==> config.mk <==
export PLATFORM = sky130hd
export DESIGN_NAME = serial_adder
export DESIGN_NICKNAME = d
export VERILOG_FILES = /design/src/rtl/serial_adder_pkg.sv /design/src/rtl/serial_adder_fulladder.sv /design/src/rtl/serial_adder.sv
export SDC_FILE = /design/constraint.sdc
export NUM_CORES = 1
export LEC_CHECK = 0
export CAP_MARGIN = 30
export CORE_AREA = 2 2 68 70
export CTS_CLUSTER_SIZE = 16
export DETAILED_ROUTE_END_ITERATION = 8
export DIE_AREA = 0 0 70 72
export PLACE_DENSITY_LB_ADDON = 0.08
export SETUP_SLACK_MARGIN = 0.3
export SLEW_MARGIN = 20
export SYNTH_ARGS = -nofsm -noshare
export SYNTH_HDL_FRONTEND = slang
export SYNTH_SLANG_ARGS = --single-unit
==> constraint.sdc <==
create_clock -name clk -period 2.05 [get_ports clk]
set_input_delay 0.41 -clock clk [delete_from_list [all_inputs] [get_ports clk]]
set_output_delay 0.41 -clock clk [all_outputs]
set_load 0.005 [all_outputs]
==> src/rtl/serial_adder_pkg.sv <==
// ---------------------------------------------------------------------------
// serial_adder_pkg
// Shared constants for the bit-serial adder: the default operand width, the
// state encodings used by the control FSM, and a helper that sizes the bit
// counter so it can count up to WIDTH.
// ---------------------------------------------------------------------------
package serial_adder_pkg;

   localparam int DEFAULT_WIDTH = 8;

   localparam logic [1:0] STATE_IDLE = 2'd0;
   localparam logic [1:0] STATE_RUN  = 2'd1;
   localparam logic [1:0] STATE_DONE = 2'd2;

   typedef enum logic [1:0] {
      IDLE = STATE_IDLE,
      RUN  = STATE_RUN,
      DONE = STATE_DONE
   } stateT;

   // Counter width needed to represent the values 0..width inclusive.
   function automatic int counterWidth(input int width);
      return $clog2(width + 1);
   endfunction

endpackage

==> src/rtl/serial_adder_fulladder.sv <==
// ---------------------------------------------------------------------------
// halfadder / fulladder
// One-bit adder cells used by the serial adder datapath.
//   halfadder : x, y       -> s (x xor y), c (x and y)
//   fulladder : x, y, cin  -> s (sum bit), cout (carry out)
// The full adder is two half adders chained through their sum outputs, with
// the two partial carries merged by an OR gate (they can never both be 1).
// ---------------------------------------------------------------------------
module halfadder (
   input  logic x,
   input  logic y,
   output logic s,
   output logic c
);

   assign s = x ^ y;
   assign c = x & y;

endmodule

module fulladder (
   input  logic x,
   input  logic y,
   input  logic cin,
   output logic s,
   output logic cout
);

   logic partialSum;
   logic carryLow;
   logic carryHigh;

   halfadder firstHalf (
      .x (x),
      .y (y),
      .s (partialSum),
      .c (carryLow)
   );

   halfadder secondHalf (
      .x (partialSum),
      .y (cin),
      .s (s),
      .c (carryHigh)
   );

   assign cout = carryLow | carryHigh;

endmodule

==> src/rtl/serial_adder.sv <==
// ---------------------------------------------------------------------------
// serial_adder
// Adds two WIDTH-bit operands one bit per clock, LSB first, through a single
// full adder. An operation takes WIDTH+2 cycles: the accepting edge, WIDTH
// RUN edges, and one DONE cycle.
//   clk   : clock, all state updates on the rising edge
//   rst   : asynchronous active-high reset
//   start : request an add; accepted only while ready is high
//   a, b  : operands, captured on the accepting edge only
//   ready : high in IDLE (start will be accepted)
//   busy  : high in RUN
//   done  : one-cycle pulse in DONE, new result on sum/cout
//   sum   : (a+b) mod 2^WIDTH, held until the next result
//   cout  : carry out of the top bit, held like sum
// ---------------------------------------------------------------------------
module serial_adder
   import serial_adder_pkg::*;
#(
   parameter int WIDTH = DEFAULT_WIDTH
) (
   input  logic             clk,
   input  logic             rst,
   input  logic             start,
   input  logic [WIDTH-1:0] a,
   input  logic [WIDTH-1:0] b,
   output logic             ready,
   output logic             busy,
   output logic             done,
   output logic [WIDTH-1:0] sum,
   output logic             cout
);

   localparam int CW = counterWidth(WIDTH);

   stateT            state;
   stateT            nextState;
   logic [WIDTH-1:0] shiftA;
   logic [WIDTH-1:0] shiftB;
   logic [WIDTH-1:0] resultReg;
   logic [WIDTH-1:0] resultNext;
   logic             carry;
   logic [CW-1:0]    bitCount;
   logic             sumBit;
   logic             carryNext;
   logic             lastBit;

   fulladder bitAdder (
      .x    (shiftA[0]),
      .y    (shiftB[0]),
      .cin  (carry),
      .s    (sumBit),
      .cout (carryNext)
   );

   // The edge that processes bit WIDTH-1 is the final RUN edge.
   assign lastBit = (bitCount == CW'(WIDTH - 1));

   // New sum bit enters at the MSB while earlier bits move toward the LSB,
   // so after WIDTH shifts bit 0 of the sum has landed in bit 0.
   assign resultNext = {sumBit, {(WIDTH-1){1'b0}}} | (resultReg >> 1);

   // State register: reset forces IDLE immediately, which also aborts any
   // operation in flight so no done pulse is produced for it.
   always_ff @(posedge clk or posedge rst) begin
      if (rst) begin
         state <= IDLE;
      end else begin
         state <= nextState;
      end
   end

   // Next-state logic: start only matters in IDLE; RUN ends after the edge
   // that handles the last bit; DONE always lasts one cycle.
   always_comb begin
      nextState = state;
      case (state)
         IDLE:    if (start) nextState = RUN;
         RUN:     if (lastBit) nextState = DONE;
         DONE:    nextState = IDLE;
         default: nextState = IDLE;
      endcase
   end

   // Status outputs come straight from the state register so there is no
   // combinational path from start to ready/busy/done.
   always_comb begin
      ready = 1'b0;
      busy  = 1'b0;
      done  = 1'b0;
      case (state)
         IDLE:    ready = 1'b1;
         RUN:     busy  = 1'b1;
         DONE:    done  = 1'b1;
         default: ready = 1'b0;
      endcase
   end

   // Datapath: operands are loaded on the accepting edge, then each RUN edge
   // consumes one LSB from each operand register. The visible sum/cout are
   // only written on the edge that enters DONE, so they keep showing the
   // previous result for the whole of the next operation.
   always_ff @(posedge clk or posedge rst) begin
      if (rst) begin
         shiftA    <= '0;
         shiftB    <= '0;
         resultReg <= '0;
         carry     <= 1'b0;
         bitCount  <= '0;
         sum       <= '0;
         cout      <= 1'b0;
      end else begin
         case (state)
            IDLE: begin
               if (start) begin
                  shiftA    <= a;
                  shiftB    <= b;
                  resultReg <= '0;
                  carry     <= 1'b0;
                  bitCount  <= '0;
               end
            end
            RUN: begin
               shiftA    <= shiftA >> 1;
               shiftB    <= shiftB >> 1;
               resultReg <= resultNext;
               carry     <= carryNext;
               bitCount  <= bitCount + CW'(1);
               if (lastBit) begin
                  sum  <= resultNext;
                  cout <= carryNext;
               end
            end
            default: begin
            end
         endcase
      end
   end

endmodule

# Yosys cells after proc, flatten, opt, wreduce, memory -nomap -nowiden
# Index checks and enable logic that the tools add are counted.
dict set report totals {
  ff_bits 40
  in_bits 19
  out_inout_bits 12
  wordCells 41
}
dict set report op_classes {
  add_sub_neg 1
  n_eq_ne 5
  muxes 16
  bitwise_logic 6
  reduce_logical 5
}
# operator n
set ops {}
lappend ops {{one-hot mux 8 bit (2 select lines)} 3}
lappend ops {{two-way mux 8 bit} 3}
lappend ops {{bitwise OR 8 x 7 -> 8 bit} 1}
lappend ops {{one-hot mux 4 bit (2 select lines)} 1}
lappend ops {{AND reduction 2 bit} 3}
lappend ops {{adder 4 x 1 -> 4 bit (second input constant)} 1}
lappend ops {{equality test 4 x 3 -> 1 bit (second input constant)} 1}
lappend ops {{two-way mux 1 bit} 4}
lappend ops {{two-way mux 2 bit} 2}
lappend ops {{two-way mux 4 bit} 1}
lappend ops {{inequality test 2 bit (second input constant)} 2}
lappend ops {{one-hot mux 2 bit (2 select lines)} 1}
lappend ops {{AND 1 bit} 2}
lappend ops {{equality test 2 x 1 -> 1 bit (second input constant)} 1}
lappend ops {{equality test 2 bit (second input constant)} 1}
lappend ops {{logical NOT 2 bit} 1}
lappend ops {{one-hot mux 1 bit (2 select lines)} 1}
lappend ops {{nonzero test 2 bit} 1}
lappend ops {{bitwise XOR 1 bit} 2}
lappend ops {{bitwise OR 1 bit} 1}

# Logic depth before layout (Yosys ltp)
dict set report depth {
  depth_word 4
  depth_mapped 4
  ltp_nobuf 4
}

# Hierarchy
# From an unflattened synthesis, not the netlist that was laid out.
dict set report unflattened {
  cells_unflattened 155
  area_unflattened_um2 1737.9
}
# module n_inst cells_each area_each_um2 seq_area_each_um2
set by_module_without_submodules {}
lappend by_module_without_submodules {serial_adder 1 152 1706.6 975.9}
lappend by_module_without_submodules {halfadder 2 1 12.5 0.0}
lappend by_module_without_submodules {fulladder 1 1 6.3 0.0}

# Worst setup path after synthesis
# Ideal clock, no wire load.
dict set report synth_timing {
  path_kind {register -> register}
  from {register state[1]}
  to {register cout}
  setup_ns 0.125
  t_arrival_ns 1.303
  required_ns 1.925
  setup_slack_ns 0.622
  path_stages_with_launch 4
  path_buffers 0
  period_less_slack_ns 1.428
  path_cell_list {dfrtp_1 > nand2b_2 > nor3_4 > mux2_2}
}
dict set report synth_between {
  elab_chain_len 2
}
# element line
set synth_lines {}
lappend synth_lines {{start: declaration} serial_adder.sv:35} ;# stateT state;
lappend synth_lines {{start signal: assignment} serial_adder.sv:68} ;# state <= nextState;
lappend synth_lines {{equality test 2 x 1 -> 1 bit} serial_adder.sv:112} ;# case (state)
lappend synth_lines {{AND reduction 2 bit (no line)} --}
lappend synth_lines {{end signal: assignment} serial_adder.sv:130} ;# cout <= carryNext;
lappend synth_lines {{end: declaration} serial_adder.sv:30} ;# output logic cout
# Every way passes these cells.
# A chain may end at the register's enable or synchronous reset.

# Worst setup path after layout
dict set report layout_timing {
  from {register state[1]}
  to {output done}
}
dict set report layout_between {
  elab_chain_len 2
}
# element line
set layout_lines {}
lappend layout_lines {{equality test 2 bit} serial_adder.sv:90} ;# case (state)
lappend layout_lines {{two-way mux 1 bit} serial_adder.sv:90}
lappend layout_lines {{end: declaration} serial_adder.sv:28} ;# output logic done,
# Every way passes these cells.

==> run metrics <==
Distinct cells, synth 21; critical path startpoint category flop; most frequent cells in the layout dfrtp_1, clkdlybuf4s50_1, a21oi_1, o21ai_0, nand2_1; DIE HEIGHT 72 µm; Routed Antenna Nets 0; VDD IR max 0.000714 V; setup tns final 0 ns; drt total wl 3.47 mm; crit-path cells buf_4 > nor2b_1 > dlygate4sd2_1; Hold WC Path Type reg2reg; final setup violation count 0; register area share after synthesis 57.0%; max incr delay on CP 0.41 ns; DRC 0; post-layout min period 1.65 ns; Critical Path AT 1.24 ns; CTS Buf Count 5; core area 4260 µm²; hold-critical path endpoint shiftB[6]; worst path bufs/invs 2; first-pass GRT wire length 5.96 mm; Root Driver clkbuf_8; largest net degree at the start of global routing 40; Tot GR Track Use 15.2%; worst reg-to-reg path cell count 5; Vias 1268; Final Cell Area 2230 µm²; RD Place Congestion 0.756; Slew HR 66.6%; Reg-to-Reg End sum[5]; Max-Cap Viols 0; Hold WS 0.491 ns; # port buffers 30; Fmax achieved 608 MHz; status complete, no violations; number of DRC markers in iteration 0 109; Final Skew 0.00582 ns; cell family with most CP delay buffers and inverters; # rows 24; Crit Path Max Fanout 6; Avg Cell Area, Syn 11.3 µm²; clock slew at reported path FFs 0.07 ns; Cell Area, Placed 2100 µm²; share of cells above drive strength 1 17.3%; period utilisation layout 80.3%; initial antenna violation count 0; Clock Path Buffers 2; critical path required time 1.64 ns; FF+latch count, synth 39; H-Tree Depth 2; Slew Limit Fails 0; Die W 70 µm; clock insertion delay at the later pin of the skew report 0.29 ns; clk sink count 39; CP Capture Type output port; P per Cell Area 1350 nW/µm²; IO Pins 31; Initial Util 40.1%; CP max stage cell dfrtp_2; synth warn 0; r2r setup slk 0.51 ns; synthesized cell area 1710 µm²; setup repair after global routing missed its margin false; worst hold path cell count 2; leakage 1.03 nW; global route total overflow 0; Syn Nets 173; worst r2r src bitCount[0]; Final Core Density 52.3%; vias in the first global route 1238; commonest non-fill, non-tap cell in the layout dfrtp_1; Nets 211; Hold Crit Start shiftB[6]; vias per inst 5.22; HPWL after DPL 2.31 mm; kind of critical path reg2out; Area Growth Syn to Fin 30.3%; Slew @ Worst Pin 0.501 ns; n_diodes 0; Die ar. 5040 µm²; TritonRoute pass-1 iters 4; Synth Instances 152; TritonCTS clock tree done; Hold Fails Final Rpt 0; WL/cell 14.3 µm
-- state kept, by name, summed over array words and instances (netlist names) --
name and flops:
shiftA 8, shiftB 8, sum 8, resultReg 7
bitCount 4, state 2, carry 1, cout 1
-- per-stage QoR --
step / instances / total power, mW / setup WS, ns
floorplan: 152 / 2.01 / 0.622
global placement: 232 / 2.48 / 0.356
detailed placement: 232 / 2.51 / 0.280
CTS: 242 / 3.04 / 0.244
global route: 243 / 3.27 / 0.344
finish: 243 / 3.02 / 0.405
-- worst max-delay path by stage --
stage                   from        end  cells past startpoint
CTS                 state[1]      ready                      4
detailed placement     start  shiftB[0]                      5
global placement       start  shiftB[0]                      5
finish              state[1]       done                      3
global route        state[1]       done                      3
floorplan           state[1]       cout                      3
-- what timing repair did --
item	in CTS	in global routing
pin swaps	0	1
gates resized for setup	6	4
hold buffers	0	0
setup endpoints to repair	3	3
setup buffers	2	1
-- tightest hold or removal path, delay by kind of cell, from the launching register on --
kind	cells	cell delay (ns)
flops	1	0.35
compound gates	1	0.06
simple gates	1	0.05
-- area by class of cell --
cell class / instances / area [µm²]
Clock buffer: 6 / 72.6
Sequential cell: 39 / 978
Multi-Input combinational cell: 102 / 698
Fill cell: 399 / 2030
Clock inverter: 2 / 12.5
Timing Repair Buffer: 40 / 397
Inverter: 2 / 7.51
Tap cell: 52 / 65.1
-- report_power, final --
group	switching, mW	internal, mW
logic	0.529	0.670
clock network	0.264	0.238
registers	0.231	1.09
total	1.02	1.99
-- Yosys cell counts --
cell type / instances / area share [%]
a21oi_1: 17 / 5.0
a22o_1: 10 / 5.1
a22oi_1: 3 / 1.3
and2_1: 1 / 0.37
and3b_1: 12 / 6.1
buf_2: 3 / 0.88
clkbuf_1: 6 / 1.3
dfrtp_1: 39 / 57
fa_1: 1 / 1.2
ha_1: 1 / 0.73
inv_1: 2 / 0.44
mux2_2: 10 / 6.6
nand2_1: 16 / 3.5
nand2b_2: 1 / 0.51
nand3_1: 1 / 0.29
nor2_1: 3 / 0.66
nor2b_1: 6 / 2.2
nor3_4: 1 / 0.95
o21ai_0: 17 / 5.0
o21bai_1: 1 / 0.44
o31ai_1: 1 / 0.44
-- kinds of logic after synthesis --
group	synth area share, %
flops	57.0
buf+inv	2.63
fa+ha+maj	1.90
compound gates	17.3
simple gates	14.6
mux	6.58
-- layer usage --
metal / wire length [µm] / track usage [%]
met1: 1620 / 20.6
met2: 1610 / 23.6
met3: 191 / 4.58
met4: 58 / 5.13
met5: 0 / 0
No activity file was read; power rests on OpenSTA's default activity.
